## config.mk

```make
export PLATFORM = sky130hd
export DESIGN_NAME = mmio_bus_arbiter_flat
export DESIGN_NICKNAME = d
export VERILOG_FILES = /design/src/rtl/mmio_bus_arbiter_pkg.sv /design/src/rtl/mmio_bus_arbiter_if.sv /design/src/rtl/mmio_bus_arbiter_addr_decode.sv /design/src/rtl/mmio_bus_arbiter.sv /design/src/flat_wrapper.sv
export SDC_FILE = /design/constraint.sdc
export NUM_CORES = 1
export LEC_CHECK = 0
export BUFFER_PORTS_ARGS = -buffer_cell sky130_fd_sc_hd__buf_2
export CAP_MARGIN = 20
export CELL_PAD_IN_SITES_DETAIL_PLACEMENT = 1
export CELL_PAD_IN_SITES_GLOBAL_PLACEMENT = 1
export CORE_MARGIN = 2
export CORE_UTILIZATION = 38
export CTS_BUF_LIST = sky130_fd_sc_hd__clkbuf_4
export DETAILED_ROUTE_END_ITERATION = 10
export PLACE_DENSITY_LB_ADDON = 0.1
export SYNTH_ARGS = -nofsm -noshare
export SYNTH_HDL_FRONTEND = slang
export SYNTH_SLANG_ARGS = --single-unit
```

## constraint.sdc

```tcl
create_clock -name clk -period 11.1 [get_ports clk]
set_clock_uncertainty 0.05 [all_clocks]
set_input_delay 2.22 -clock clk [delete_from_list [all_inputs] [get_ports clk]]
set_output_delay 2.22 -clock clk [all_outputs]
set_load 0.05 [all_outputs]
```

## src/rtl/mmio_bus_arbiter_pkg.sv

```systemverilog
// Shared types and constants for the MMIO interconnect: FSM states, error
// response data, the default slave memory map and the timeout counter sizing.
package mmio_bus_pkg;

  typedef enum logic [1:0] {
    IDLE   = 2'd0,
    ACCESS = 2'd1,
    RESP   = 2'd2
  } state_t;

  localparam logic [31:0] ERR_RDATA = 32'hDEAD_BEEF;

  localparam logic [31:0] MEM_BASE    = 32'h0000_0000;
  localparam logic [31:0] MEM_MASK    = 32'hF000_0000;
  localparam logic [31:0] SCREEN_BASE = 32'h2000_0000;
  localparam logic [31:0] SCREEN_MASK = 32'hFFFF_0000;
  localparam logic [31:0] BUTTON_BASE = 32'h3000_0000;
  localparam logic [31:0] BUTTON_MASK = 32'hFFFF_FFFC;
  localparam logic [31:0] UART_BASE   = 32'h4000_0000;
  localparam logic [31:0] UART_MASK   = 32'hFFFF_FF00;

  // Slave i sits at bits [i*32 +: 32], so memory is slave 0 and wins overlaps.
  localparam logic [127:0] DEF_SLAVE_BASE = {UART_BASE, BUTTON_BASE, SCREEN_BASE, MEM_BASE};
  localparam logic [127:0] DEF_SLAVE_MASK = {UART_MASK, BUTTON_MASK, SCREEN_MASK, MEM_MASK};

  function automatic int tmo_width(input int timeout_cyc);
    return $clog2(timeout_cyc + 1);
  endfunction

endpackage

```

## src/rtl/mmio_bus_arbiter_if.sv

```systemverilog
// Core-side and slave-side bus bundles of the MMIO interconnect.
// Core side: cpu_ren/cpu_wen are level requests held until cpu_ready; cpu_ready is
// a one-cycle strobe and cpu_rdata/cpu_err are valid with it. Slave side: a one-hot
// s_ren/s_wen is held every cycle until the selected slave pulses s_ack for one cycle.
interface mmio_cpu_if #(
    parameter int ADDR_W = 32,
    parameter int DATA_W = 32
);
    logic [ADDR_W-1:0]   cpu_addr;
    logic                cpu_ren;
    logic                cpu_wen;
    logic [DATA_W-1:0]   cpu_wdata;
    logic [DATA_W/8-1:0] cpu_wstrb;
    logic [DATA_W-1:0]   cpu_rdata;
    logic                cpu_ready;
    logic                cpu_err;

    modport master (
        output cpu_addr, cpu_ren, cpu_wen, cpu_wdata, cpu_wstrb,
        input  cpu_rdata, cpu_ready, cpu_err
    );
    modport slave (
        input  cpu_addr, cpu_ren, cpu_wen, cpu_wdata, cpu_wstrb,
        output cpu_rdata, cpu_ready, cpu_err
    );
endinterface

interface mmio_slv_if #(
    parameter int N_SLAVES = 4,
    parameter int ADDR_W   = 32,
    parameter int DATA_W   = 32
);
    logic [N_SLAVES-1:0]        s_ren;
    logic [N_SLAVES-1:0]        s_wen;
    logic [ADDR_W-1:0]          s_addr;
    logic [DATA_W-1:0]          s_wdata;
    logic [DATA_W/8-1:0]        s_wstrb;
    logic [N_SLAVES*DATA_W-1:0] s_rdata;
    logic [N_SLAVES-1:0]        s_ack;

    modport master (
        output s_ren, s_wen, s_addr, s_wdata, s_wstrb,
        input  s_rdata, s_ack
    );
    modport slave (
        input  s_ren, s_wen, s_addr, s_wdata, s_wstrb,
        output s_rdata, s_ack
    );
endinterface

```

## src/rtl/mmio_bus_arbiter_addr_decode.sv

```systemverilog
// Combinational address decoder: first (lowest-index) base/mask window that
// matches the address selects the slave.
module mmio_addr_decode #(
    parameter int                         N_SLAVES = 4,
    parameter int                         ADDR_W   = 32,
    parameter int                         IDX_W    = 2,
    parameter logic [N_SLAVES*ADDR_W-1:0] BASE     = '0,
    parameter logic [N_SLAVES*ADDR_W-1:0] MASK     = '0
) (
    input  logic [ADDR_W-1:0] addr,
    output logic              hit,
    output logic [IDX_W-1:0]  idx
);

    // Scanning downward lets the lowest matching index overwrite the others.
    always_comb begin
        hit = 1'b0;
        idx = '0;
        for (int i = N_SLAVES - 1; i >= 0; i--) begin
            if ((addr & MASK[i*ADDR_W +: ADDR_W]) == BASE[i*ADDR_W +: ADDR_W]) begin
                hit = 1'b1;
                idx = IDX_W'(i);
            end
        end
    end

endmodule

```

## src/rtl/mmio_bus_arbiter.sv

```systemverilog
// MMIO interconnect: registers a core request, selects one slave, waits for its
// ack (or times out) and returns a one-cycle response with optional error.
module mmio_bus_arbiter
    import mmio_bus_pkg::*;
#(
    parameter int                         N_SLAVES    = 4,
    parameter int                         ADDR_W      = 32,
    parameter int                         DATA_W      = 32,
    parameter logic [N_SLAVES*ADDR_W-1:0] SLAVE_BASE  = DEF_SLAVE_BASE,
    parameter logic [N_SLAVES*ADDR_W-1:0] SLAVE_MASK  = DEF_SLAVE_MASK,
    parameter int                         TIMEOUT_CYC = 255
) (
    input  logic              clk,
    input  logic              rst,
    mmio_cpu_if.slave         cpu,
    mmio_slv_if.master        slv,
    output logic [ADDR_W-1:0] err_addr,
    output logic [7:0]        err_cnt,
    output state_t            dbg_state
);

    localparam int IDX_W = (N_SLAVES > 1) ? $clog2(N_SLAVES) : 1;
    localparam int TMO_W = tmo_width(TIMEOUT_CYC);

    state_t              state, next_state;
    logic                op_wr;
    logic [IDX_W-1:0]    idx_q;
    logic [TMO_W-1:0]    tmo_cnt;
    logic                err_q;
    logic                dec_hit;
    logic [IDX_W-1:0]    dec_idx;
    logic                req;
    logic                sel_ack;
    logic                tmo_hit;
    logic                err_evt;
    logic [ADDR_W-1:0]   err_evt_addr;
    logic [N_SLAVES-1:0] sel_onehot;

    mmio_addr_decode #(
        .N_SLAVES (N_SLAVES),
        .ADDR_W   (ADDR_W),
        .IDX_W    (IDX_W),
        .BASE     (SLAVE_BASE),
        .MASK     (SLAVE_MASK)
    ) u_decode (
        .addr (cpu.cpu_addr),
        .hit  (dec_hit),
        .idx  (dec_idx)
    );

    assign req     = cpu.cpu_ren | cpu.cpu_wen;
    assign sel_ack = slv.s_ack[idx_q];
    // tmo_cnt counts completed ACCESS cycles, so this flags the last allowed one.
    assign tmo_hit = (tmo_cnt == TMO_W'(TIMEOUT_CYC - 1));

    assign err_evt = ((state == IDLE) && req && !dec_hit) ||
                     ((state == ACCESS) && !sel_ack && tmo_hit);
    assign err_evt_addr = (state == IDLE) ? cpu.cpu_addr : slv.s_addr;
    assign dbg_state    = state;

    always_ff @(posedge clk or posedge rst) begin
        if (rst) state <= IDLE;
        else     state <= next_state;
    end

    always_comb begin
        next_state = state;
        case (state)
            IDLE:    if (req) next_state = dec_hit ? ACCESS : RESP;
            ACCESS:  if (sel_ack || tmo_hit) next_state = RESP;
            RESP:    next_state = IDLE;
            default: next_state = IDLE;
        endcase
    end

    // Selects are decoded straight from the state register so reset drops them at once.
    always_comb begin
        sel_onehot        = '0;
        sel_onehot[idx_q] = 1'b1;
        slv.s_ren         = '0;
        slv.s_wen         = '0;
        if (state == ACCESS) begin
            if (op_wr) slv.s_wen = sel_onehot;
            else       slv.s_ren = sel_onehot;
        end
        cpu.cpu_ready = (state == RESP);
        cpu.cpu_err   = (state == RESP) && err_q;
    end

    always_ff @(posedge clk or posedge rst) begin
        if (rst) begin
            slv.s_addr    <= '0;
            slv.s_wdata   <= '0;
            slv.s_wstrb   <= '0;
            op_wr         <= 1'b0;
            idx_q         <= '0;
            tmo_cnt       <= '0;
            err_q         <= 1'b0;
            cpu.cpu_rdata <= '0;
        end else begin
            case (state)
                IDLE: begin
                    if (req) begin
                        slv.s_addr  <= cpu.cpu_addr;
                        slv.s_wdata <= cpu.cpu_wdata;
                        slv.s_wstrb <= cpu.cpu_wstrb;
                        op_wr       <= cpu.cpu_wen;
                        idx_q       <= dec_idx;
                        tmo_cnt     <= '0;
                        if (!dec_hit) begin
                            err_q         <= 1'b1;
                            cpu.cpu_rdata <= DATA_W'(ERR_RDATA);
                        end
                    end
                end
                ACCESS: begin
                    tmo_cnt <= tmo_cnt + 1'b1;
                    if (sel_ack) begin
                        err_q         <= 1'b0;
                        cpu.cpu_rdata <= op_wr ? '0 : slv.s_rdata[idx_q*DATA_W +: DATA_W];
                    end else if (tmo_hit) begin
                        err_q         <= 1'b1;
                        cpu.cpu_rdata <= DATA_W'(ERR_RDATA);
                    end
                end
                default: tmo_cnt <= '0;
            endcase
        end
    end

    always_ff @(posedge clk or posedge rst) begin
        if (rst) begin
            err_addr <= '0;
            err_cnt  <= '0;
        end else if (err_evt) begin
            err_addr <= err_evt_addr;
            if (err_cnt != 8'hFF) err_cnt <= err_cnt + 8'd1;
        end
    end

endmodule

```

## src/flat_wrapper.sv

```systemverilog
// flat-port wrapper written by rule: the top's interface ports become plain ports
module mmio_bus_arbiter_flat import mmio_bus_pkg::*;
#(
    parameter int                         N_SLAVES    = 4,
    parameter int                         ADDR_W      = 32,
    parameter int                         DATA_W      = 32,
    parameter logic [N_SLAVES*ADDR_W-1:0] SLAVE_BASE  = DEF_SLAVE_BASE,
    parameter logic [N_SLAVES*ADDR_W-1:0] SLAVE_MASK  = DEF_SLAVE_MASK,
    parameter int                         TIMEOUT_CYC = 255
)
  (clk, rst, err_addr, err_cnt, dbg_state, cpu_cpu_addr, cpu_cpu_ren, cpu_cpu_wen, cpu_cpu_wdata, cpu_cpu_wstrb, cpu_cpu_rdata, cpu_cpu_ready, cpu_cpu_err, slv_s_ren, slv_s_wen, slv_s_addr, slv_s_wdata, slv_s_wstrb, slv_s_rdata, slv_s_ack);
  mmio_cpu_if #(.ADDR_W(ADDR_W), .DATA_W(DATA_W)) cpu_i ();
  mmio_slv_if #(.N_SLAVES(N_SLAVES), .ADDR_W(ADDR_W), .DATA_W(DATA_W)) slv_i ();
  input  logic clk;
  input  logic rst;
  output logic [ADDR_W-1:0] err_addr;
  output logic [7:0] err_cnt;
  output state_t dbg_state;
  input wire logic [$bits(cpu_i.cpu_addr)-1:0] cpu_cpu_addr;
  input wire logic [$bits(cpu_i.cpu_ren)-1:0] cpu_cpu_ren;
  input wire logic [$bits(cpu_i.cpu_wen)-1:0] cpu_cpu_wen;
  input wire logic [$bits(cpu_i.cpu_wdata)-1:0] cpu_cpu_wdata;
  input wire logic [$bits(cpu_i.cpu_wstrb)-1:0] cpu_cpu_wstrb;
  output wire logic [$bits(cpu_i.cpu_rdata)-1:0] cpu_cpu_rdata;
  output wire logic [$bits(cpu_i.cpu_ready)-1:0] cpu_cpu_ready;
  output wire logic [$bits(cpu_i.cpu_err)-1:0] cpu_cpu_err;
  output wire logic [$bits(slv_i.s_ren)-1:0] slv_s_ren;
  output wire logic [$bits(slv_i.s_wen)-1:0] slv_s_wen;
  output wire logic [$bits(slv_i.s_addr)-1:0] slv_s_addr;
  output wire logic [$bits(slv_i.s_wdata)-1:0] slv_s_wdata;
  output wire logic [$bits(slv_i.s_wstrb)-1:0] slv_s_wstrb;
  input wire logic [$bits(slv_i.s_rdata)-1:0] slv_s_rdata;
  input wire logic [$bits(slv_i.s_ack)-1:0] slv_s_ack;
  assign cpu_i.cpu_addr = cpu_cpu_addr;
  assign cpu_i.cpu_ren = cpu_cpu_ren;
  assign cpu_i.cpu_wen = cpu_cpu_wen;
  assign cpu_i.cpu_wdata = cpu_cpu_wdata;
  assign cpu_i.cpu_wstrb = cpu_cpu_wstrb;
  assign cpu_cpu_rdata = cpu_i.cpu_rdata;
  assign cpu_cpu_ready = cpu_i.cpu_ready;
  assign cpu_cpu_err = cpu_i.cpu_err;
  assign slv_s_ren = slv_i.s_ren;
  assign slv_s_wen = slv_i.s_wen;
  assign slv_s_addr = slv_i.s_addr;
  assign slv_s_wdata = slv_i.s_wdata;
  assign slv_s_wstrb = slv_i.s_wstrb;
  assign slv_i.s_rdata = slv_s_rdata;
  assign slv_i.s_ack = slv_s_ack;
  mmio_bus_arbiter #(.N_SLAVES(N_SLAVES), .ADDR_W(ADDR_W), .DATA_W(DATA_W), .SLAVE_BASE(SLAVE_BASE), .SLAVE_MASK(SLAVE_MASK), .TIMEOUT_CYC(TIMEOUT_CYC)) u_core (.clk(clk), .rst(rst), .cpu(cpu_i), .slv(slv_i), .err_addr(err_addr), .err_cnt(err_cnt), .dbg_state(dbg_state));
endmodule
```

==> flow_summary.toml, run 1 <==
[timing]
worstMarginPinSlew_ps = 975
setup_violations = 0
rsz0062_at_grt = "no"
period_needed_ps = 4940
hold_viol_final = 0
slew_viol_final = 0
max_freq_mhz = 203
fin_setup_tns_ps = 0
max_slew_margin_pct = 35.0
period_share_pct = 44.5

[cts]
clk_latency_ps = 550
cts_max_level = 4
clk_path_buf_depth = 2
ctsResizeCount = 0
cts_inserted_buffers = 17
hold_buffers = 0
cts_setup_buffers = 0
clockRootBuffer = "clkbuf_4"
cts_tree = "done"
clk_pin_slew_ps = 130
cts_sinks = 154

[critical_path]
r2r_slack_ps = 7460
required_ps = 8830
cp_max_fo = 10
reg2reg_to = "u_core.err_cnt[1]"
path_class = "reg2out"
r2r_cells = 8
r2r_start = "u_core.dbg_state[1]"
cp-end-kind = "output port"
worstPathArrival_ps = 2670
worst_setup_path_start_kind = "flop"

[global_route]
grt_max_degree = 80
antenna_found_initial = 4
track_usage_pct = 24.5
grt_pass1_vias = 7388
grt_first_pass_wirelength_um = 40900
gr-total-overflow = 0

[pwr]
peakVddDrop_mv = 0.156
netSwitchingPower_w = 0.00158
swShare_pct = 53.4
total_power_w = 0.00296
clkPwrFrac_pct = 14.1
power_frac_seq_pct = 31.2
p_per_area_mw_per_mm2 = 297
p_int_w = 0.00138
comb_power_share_pct = 54.6
power.leakage_nw = 4.93

[synth]
syn_area_per_cell_sq_um = 10.4
yosysSeqAreaShare_pct = 50.9
yosysTopAreaCell = "dfrtp_1"
synth-async-reset-ratio_pct = 100
synth.top_cell.area_share_pct = 50.9
synthCells = 725
synth_nets = 932
syn-cell-area_sq_mm = 0.00757
ys_warn_count = 0
ys_types = 48
synth_edf_count = 0
ys_top_cells_by_area = "dfrtp_1 51%, nand2_1 11%, mux4_2 9.8%, mux2i_1 4.4%, a2bb2oi_2 4.0%"
ys_ff_latch = 154
synth_ff_type = "dfrtp_1"
synth_most_common_cell = "nand2_1"
synthTopCellsByCount = "216 x nand2_1, 154 x dfrtp_1, 46 x nor2_1"

[floorplan]
floorplan.initialDensity_pct = 38.8
io_pins = 356
core_area_sq_mm = 0.0195
die_w_um = 145
die_area_sq_mm = 0.0211
die_h_um = 145
core.rowCount = 51

[routing]
vias_per_cell = 5.08
drt-pass1-iter-count = 4
ant_nets = 0
drtIter0Drc = 218
detailroute.via_count = 6828
wirelength_um = 25700
avgRoutedWirePerCell_um = 19.1
drc = 0

[min_path]
hold_path_class = "reg2reg"
min-delay-start = "u_core.slv.s_wdata[19]"
hold_depth = 2
hold_end = "u_core.slv.s_wdata[19]"

[run_status]
status = "completed"

[layout]
layout.nets = 1270
drive_gt1_share_pct = 43.2
fillers = 2337
area_growth_syn_to_layout_pct = 31.4

[placed_design]
port_buffers = 355
place_hpwl_um = 19000
gp_congestion = 0.802

[job]
max_cap_violations = 0
## registers in the layout, summed over array words and instances (netlist names), 2 cells and up
signal / cells
u_core.cpu.cpu_rdata: 32
u_core.err_addr: 32
u_core.slv.s_addr: 32
u_core.slv.s_wdata: 32
u_core.err_cnt: 8
u_core.tmo_cnt: 8
u_core.slv.s_wstrb: 4
u_core.dbg_state: 2
u_core.idx_q: 2
## cells by family (layout without fill, tap and decap cells)
kind of cell | Yosys count | in the layout | synth area share [%]
other | 0 | 4 | 0
and+or+nand+nor | 331 | 331 | 19.7
DFF | 154 | 154 | 50.9
muxes | 68 | 68 | 14.5
xor gates and xnor gates | 3 | 3 | 0.347
AOI/OAI and AO/OA | 98 | 98 | 10.4
adders and majority gates | 3 | 3 | 0.496
buffers and inverters | 68 | 419 | 3.62
## placed cells by master (no fill, tap or decap), types with 2 or more instances in the layout
master and count:
o31ai_1 2, bufinv_16 5, nand4_1 2, nor4_4 3, diode_2 4, or3_1 2
inv_1 21, o21ai_0 9, o22ai_1 9, and4_1 2, nor2_1 46, nand2_1 216
and3_1 4, xor2_1 2, clkinv_2 2, buf_4 10, mux4_2 33, inv_6 3
dfrtp_1 153, a31oi_1 5, a21oi_1 38, buf_2 355, nor3_1 7, a41oi_1 2
a2bb2oi_2 20, ha_1 3, mux2i_1 33, nor4_2 3, nor2b_1 3, nand2b_1 28
clkinv_4 3, clkbuf_4 18, and2_1 4, a2bb2oi_1 4, nand3_1 5, a22o_1 2
## final cells by class
type | count | area (sq um) | area share (%)
Inverter | 22 | 87.6 | 0.881
Tap cell | 265 | 332 | 3.33
Antenna cell | 4 | 10.0 | 0.101
Multi-Input combinational cell | 503 | 3450 | 34.7
Timing Repair Buffer | 365 | 1850 | 18.6
Sequential cell | 154 | 3850 | 38.8
Clock inverter | 14 | 219 | 2.20
Clock buffer | 18 | 135 | 1.36
## worst max-delay path, cell delays in order, from the launching register on
cell      delay (ps)
dfrtp_1          580
nand2b_1         420
nor4_1           710
buf_2            400
## power groups by stage
stage	sequential, W	combinational, W	clock (W)
after floorplan	0.00160	0.000519	0
after global placement	0.000929	0.00161	0
after detailed placement	0.000933	0.00163	0
after CTS	0.000925	0.00163	0.000434
after global routing	0.000953	0.00172	0.000454
final	0.000923	0.00162	0.000418
## metrics by stage
stage | util, % | cells | hold WS (ps) | setup slack [ps] | area [sq um]
after floorplan | - | 725 | 410 | 4680 | 7570
after global placement | 49.1 | 1309 | 404 | 6430 | 9580
after detailed placement | 49.1 | 1309 | 406 | 6370 | 9580
after CTS | 50.9 | 1341 | 439 | 6090 | 9930
after global routing | 50.9 | 1344 | 462 | 6080 | 9940
final | 50.9 | 1345 | 435 | 6160 | 9940
## how the worst max path moves through the flow
| stage | slack [ps] | cells past startpoint | from | endpoint |
|---|---|---|---|---|
| after floorplan | 4680 | 1 | rst | u_core.cpu.cpu_rdata[0] |
| after global placement | 6430 | 7 | cpu_cpu_wen | u_core.err_cnt[1] |
| after detailed placement | 6370 | 7 | cpu_cpu_wen | u_core.err_cnt[1] |
| after CTS | 6090 | 3 | u_core.dbg_state[0] | slv_s_ren[0] |
| after global routing | 6080 | 3 | u_core.dbg_state[0] | slv_s_ren[0] |
| final | 6160 | 3 | u_core.dbg_state[1] | slv_s_ren[0] |
## per-layer routing
metal,share of wire [%],vias to the layer above,global-route usage [%]
met3,6.8,56,7.23
met4,3.8,0,11.3
met1,40,3361,29.1
li1,-,3159,-
met5,0,-,0
met2,49,252,41.2
Note: power is estimated with default switching activity, not from simulation.
==> run 2, diff against run 1 <==
--- a/config.mk
+++ b/config.mk
@@ -10,7 +10,7 @@
 export CELL_PAD_IN_SITES_DETAIL_PLACEMENT = 1
 export CELL_PAD_IN_SITES_GLOBAL_PLACEMENT = 1
 export CORE_MARGIN = 2
-export CORE_UTILIZATION = 38
+export CORE_UTILIZATION = 36
 export CTS_BUF_LIST = sky130_fd_sc_hd__clkbuf_4
 export DETAILED_ROUTE_END_ITERATION = 10
 export PLACE_DENSITY_LB_ADDON = 0.1
==> constraint.sdc (replaced) <==
create_clock -name clk -period 5 [get_ports clk]
set_clock_uncertainty 0.05 [all_clocks]
set_input_delay 1 -clock clk [delete_from_list [all_inputs] [get_ports clk]]
set_output_delay 1 -clock clk [all_outputs]
set_load 0.05 [all_outputs]
==> run 2 against run 1 <==
Sequential share of layout area rose by 0.28 points; global-route usage decreased by 3.1 points; critical path depth is 2 higher; clock power increased by 84%; die area up 5.4%; sequential power is 120% higher; flip-flop and latch count unchanged; combinational power increased by 120%; register-to-register slack worse by 5600 ps; setup slack lost 4800 ps; utilization down 3.5 points; cell count increased by 0.30%.
==> flow_summary.toml, run 2 (same netlist as run 1, synthesis figures left out) <==
[placed_design]
place_ws_ps = 1600
placed_cell_area_sq_mm = 0.00960
gp_congestion = 0.776
place_hpwl_um = 18000
port_buffers = 355

[routing]
ant_nets = 0
drtIter0Drc = 215
wirelength_um = 24400
drt-pass1-iter-count = 4
avgRoutedWirePerCell_um = 18.1
detailroute.via_count = 6591
vias_per_cell = 4.89
drc = 0

[layout]
layout.nets = 1269
final_cell_mix = "355 x buf_2, 216 x nand2_1, 153 x dfrtp_1"
multiInputGateArea_sq_mm = 0.00345
final_common_cell = "buf_2"
utilization_pct = 47.4
area_growth_syn_to_layout_pct = 30.4
finalInstanceArea_sq_mm = 0.00987
seq_area_sq_mm = 0.00385
drive_gt1_share_pct = 43.1
fillers = 2492

[pwr]
power.leakage_nw = 4.87
p_per_area_mw_per_mm2 = 645
peakVddDrop_mv = 0.378

[job]
max_cap_violations = 0

[timing]
max_slew_margin_pct = 30.2
fin_setup_tns_ps = 0
setup_violations = 0
period_needed_ps = 3610
fin_hold_ws_ps = 331
setup_slack_ps = 1390
period_share_pct = 72.1
worstMarginPinSlew_ps = 1050
slew_viol_final = 0
rsz0062_at_grt = "no"
max_freq_mhz = 277
hold_viol_final = 0

[cts]
hold_buffers = 0
cts_inserted_buffers = 17
clk_pin_slew_ps = 140
ctsResizeCount = 0
cts_sinks = 154
cts_tree = "done"
cts_max_level = 4
clk_latency_ps = 550
cts_setup_buffers = 0
clockRootBuffer = "clkbuf_4"
clk_path_buf_depth = 2

[critical_path]
crit_cells = 5
r2r_cells = 5
worstPathArrival_ps = 2560
cp-end-kind = "output port"
r2r_start = "u_core.idx_q[1]"
reg2reg_to = "u_core.err_cnt[1]"
worst_setup_path_start_kind = "flop"
cp.buffers_inverters = 2
cp_max_fo = 7
crit_family = "simple AND/OR/NAND/NOR gates"
crit_path_frequent_cell = "nor2_1"
path_class = "reg2out"
cp_slowest_cell = "dfrtp_1"
max_stage_delay_ps = 640
required_ps = 3950
r2r_slack_ps = 1880
crit_chain = "inv_1, nor2_1, nand2_1, nor2_1, buf_2"

[run_status]
status = "completed"

[floorplan]
core_area_sq_mm = 0.0208
core.rowCount = 53
die_w_um = 149
die_h_um = 149
floorplan.initialDensity_pct = 36.4
die_area_sq_mm = 0.0222
io_pins = 356

[global_route]
track_usage_pct = 21.5
antenna_found_initial = 2
gr-total-overflow = 0
grt_pass1_vias = 6729
grt_max_degree = 143
grt_first_pass_wirelength_um = 36900

[min_path]
hold_path_class = "in2async"
## run 2: changes by cell type in the layout (fill, tap and decap cells not counted), sizes merged
cell / change
diode: -3
clkinvlp: +5
bufinv: -3
clkinv: -4
buf: -1
clkbuf: -1
inv: +1
## run 2: final cells by class
cell class,count,share of cell area [%]
sequential,154,39.0
clock inverter,13,1.47
inverter,22,0.875
timing repair buffer,364,18.8
clock buffer,17,1.29
tap,275,3.49
antenna,1,0.0253
multi-input combinational,503,35.0
## run 2: how the worst max path moves through the flow
| stage | startpoint | end |
|---|---|---|
| after CTS | u_core.dbg_state[0] | slv_s_wen[1] |
| after floorplan | u_core.dbg_state[1] | slv_s_ren[0] |
| after global routing | u_core.dbg_state[0] | slv_s_wen[1] |
| final | u_core.dbg_state[0] | slv_s_wen[1] |
| after detailed placement | cpu_cpu_addr[8] | u_core.err_cnt[1] |
| after global placement | cpu_cpu_addr[8] | u_core.err_cnt[1] |
## run 2: power breakdown
| group | internal [W] | switching [W] |
|---|---|---|
| sequential | 0.00170 | 0.000338 |
| combinational | 0.000900 | 0.00267 |
| clock | 0.000297 | 0.000471 |
| total | 0.00289 | 0.00348 |
## run 2: per-stage QoR
stage               total power, W  std cells
finish                     0.00637       1349
global route               0.00677       1349
CTS                        0.00647       1348
detailed placement         0.00568       1318
global placement           0.00563       1318
floorplan                  0.00472        725
## run 2: per-layer routing
| metal | share of wire [%] | vias up | track usage (%) |
|---|---|---|---|
| met5 | 0.053 | - | 0 |
| met3 | 7.4 | 28 | 6.51 |
| met2 | 49 | 221 | 35.9 |
| li1 | - | 3147 | - |
| met1 | 42 | 3193 | 27.1 |
| met4 | 1.8 | 2 | 6.10 |
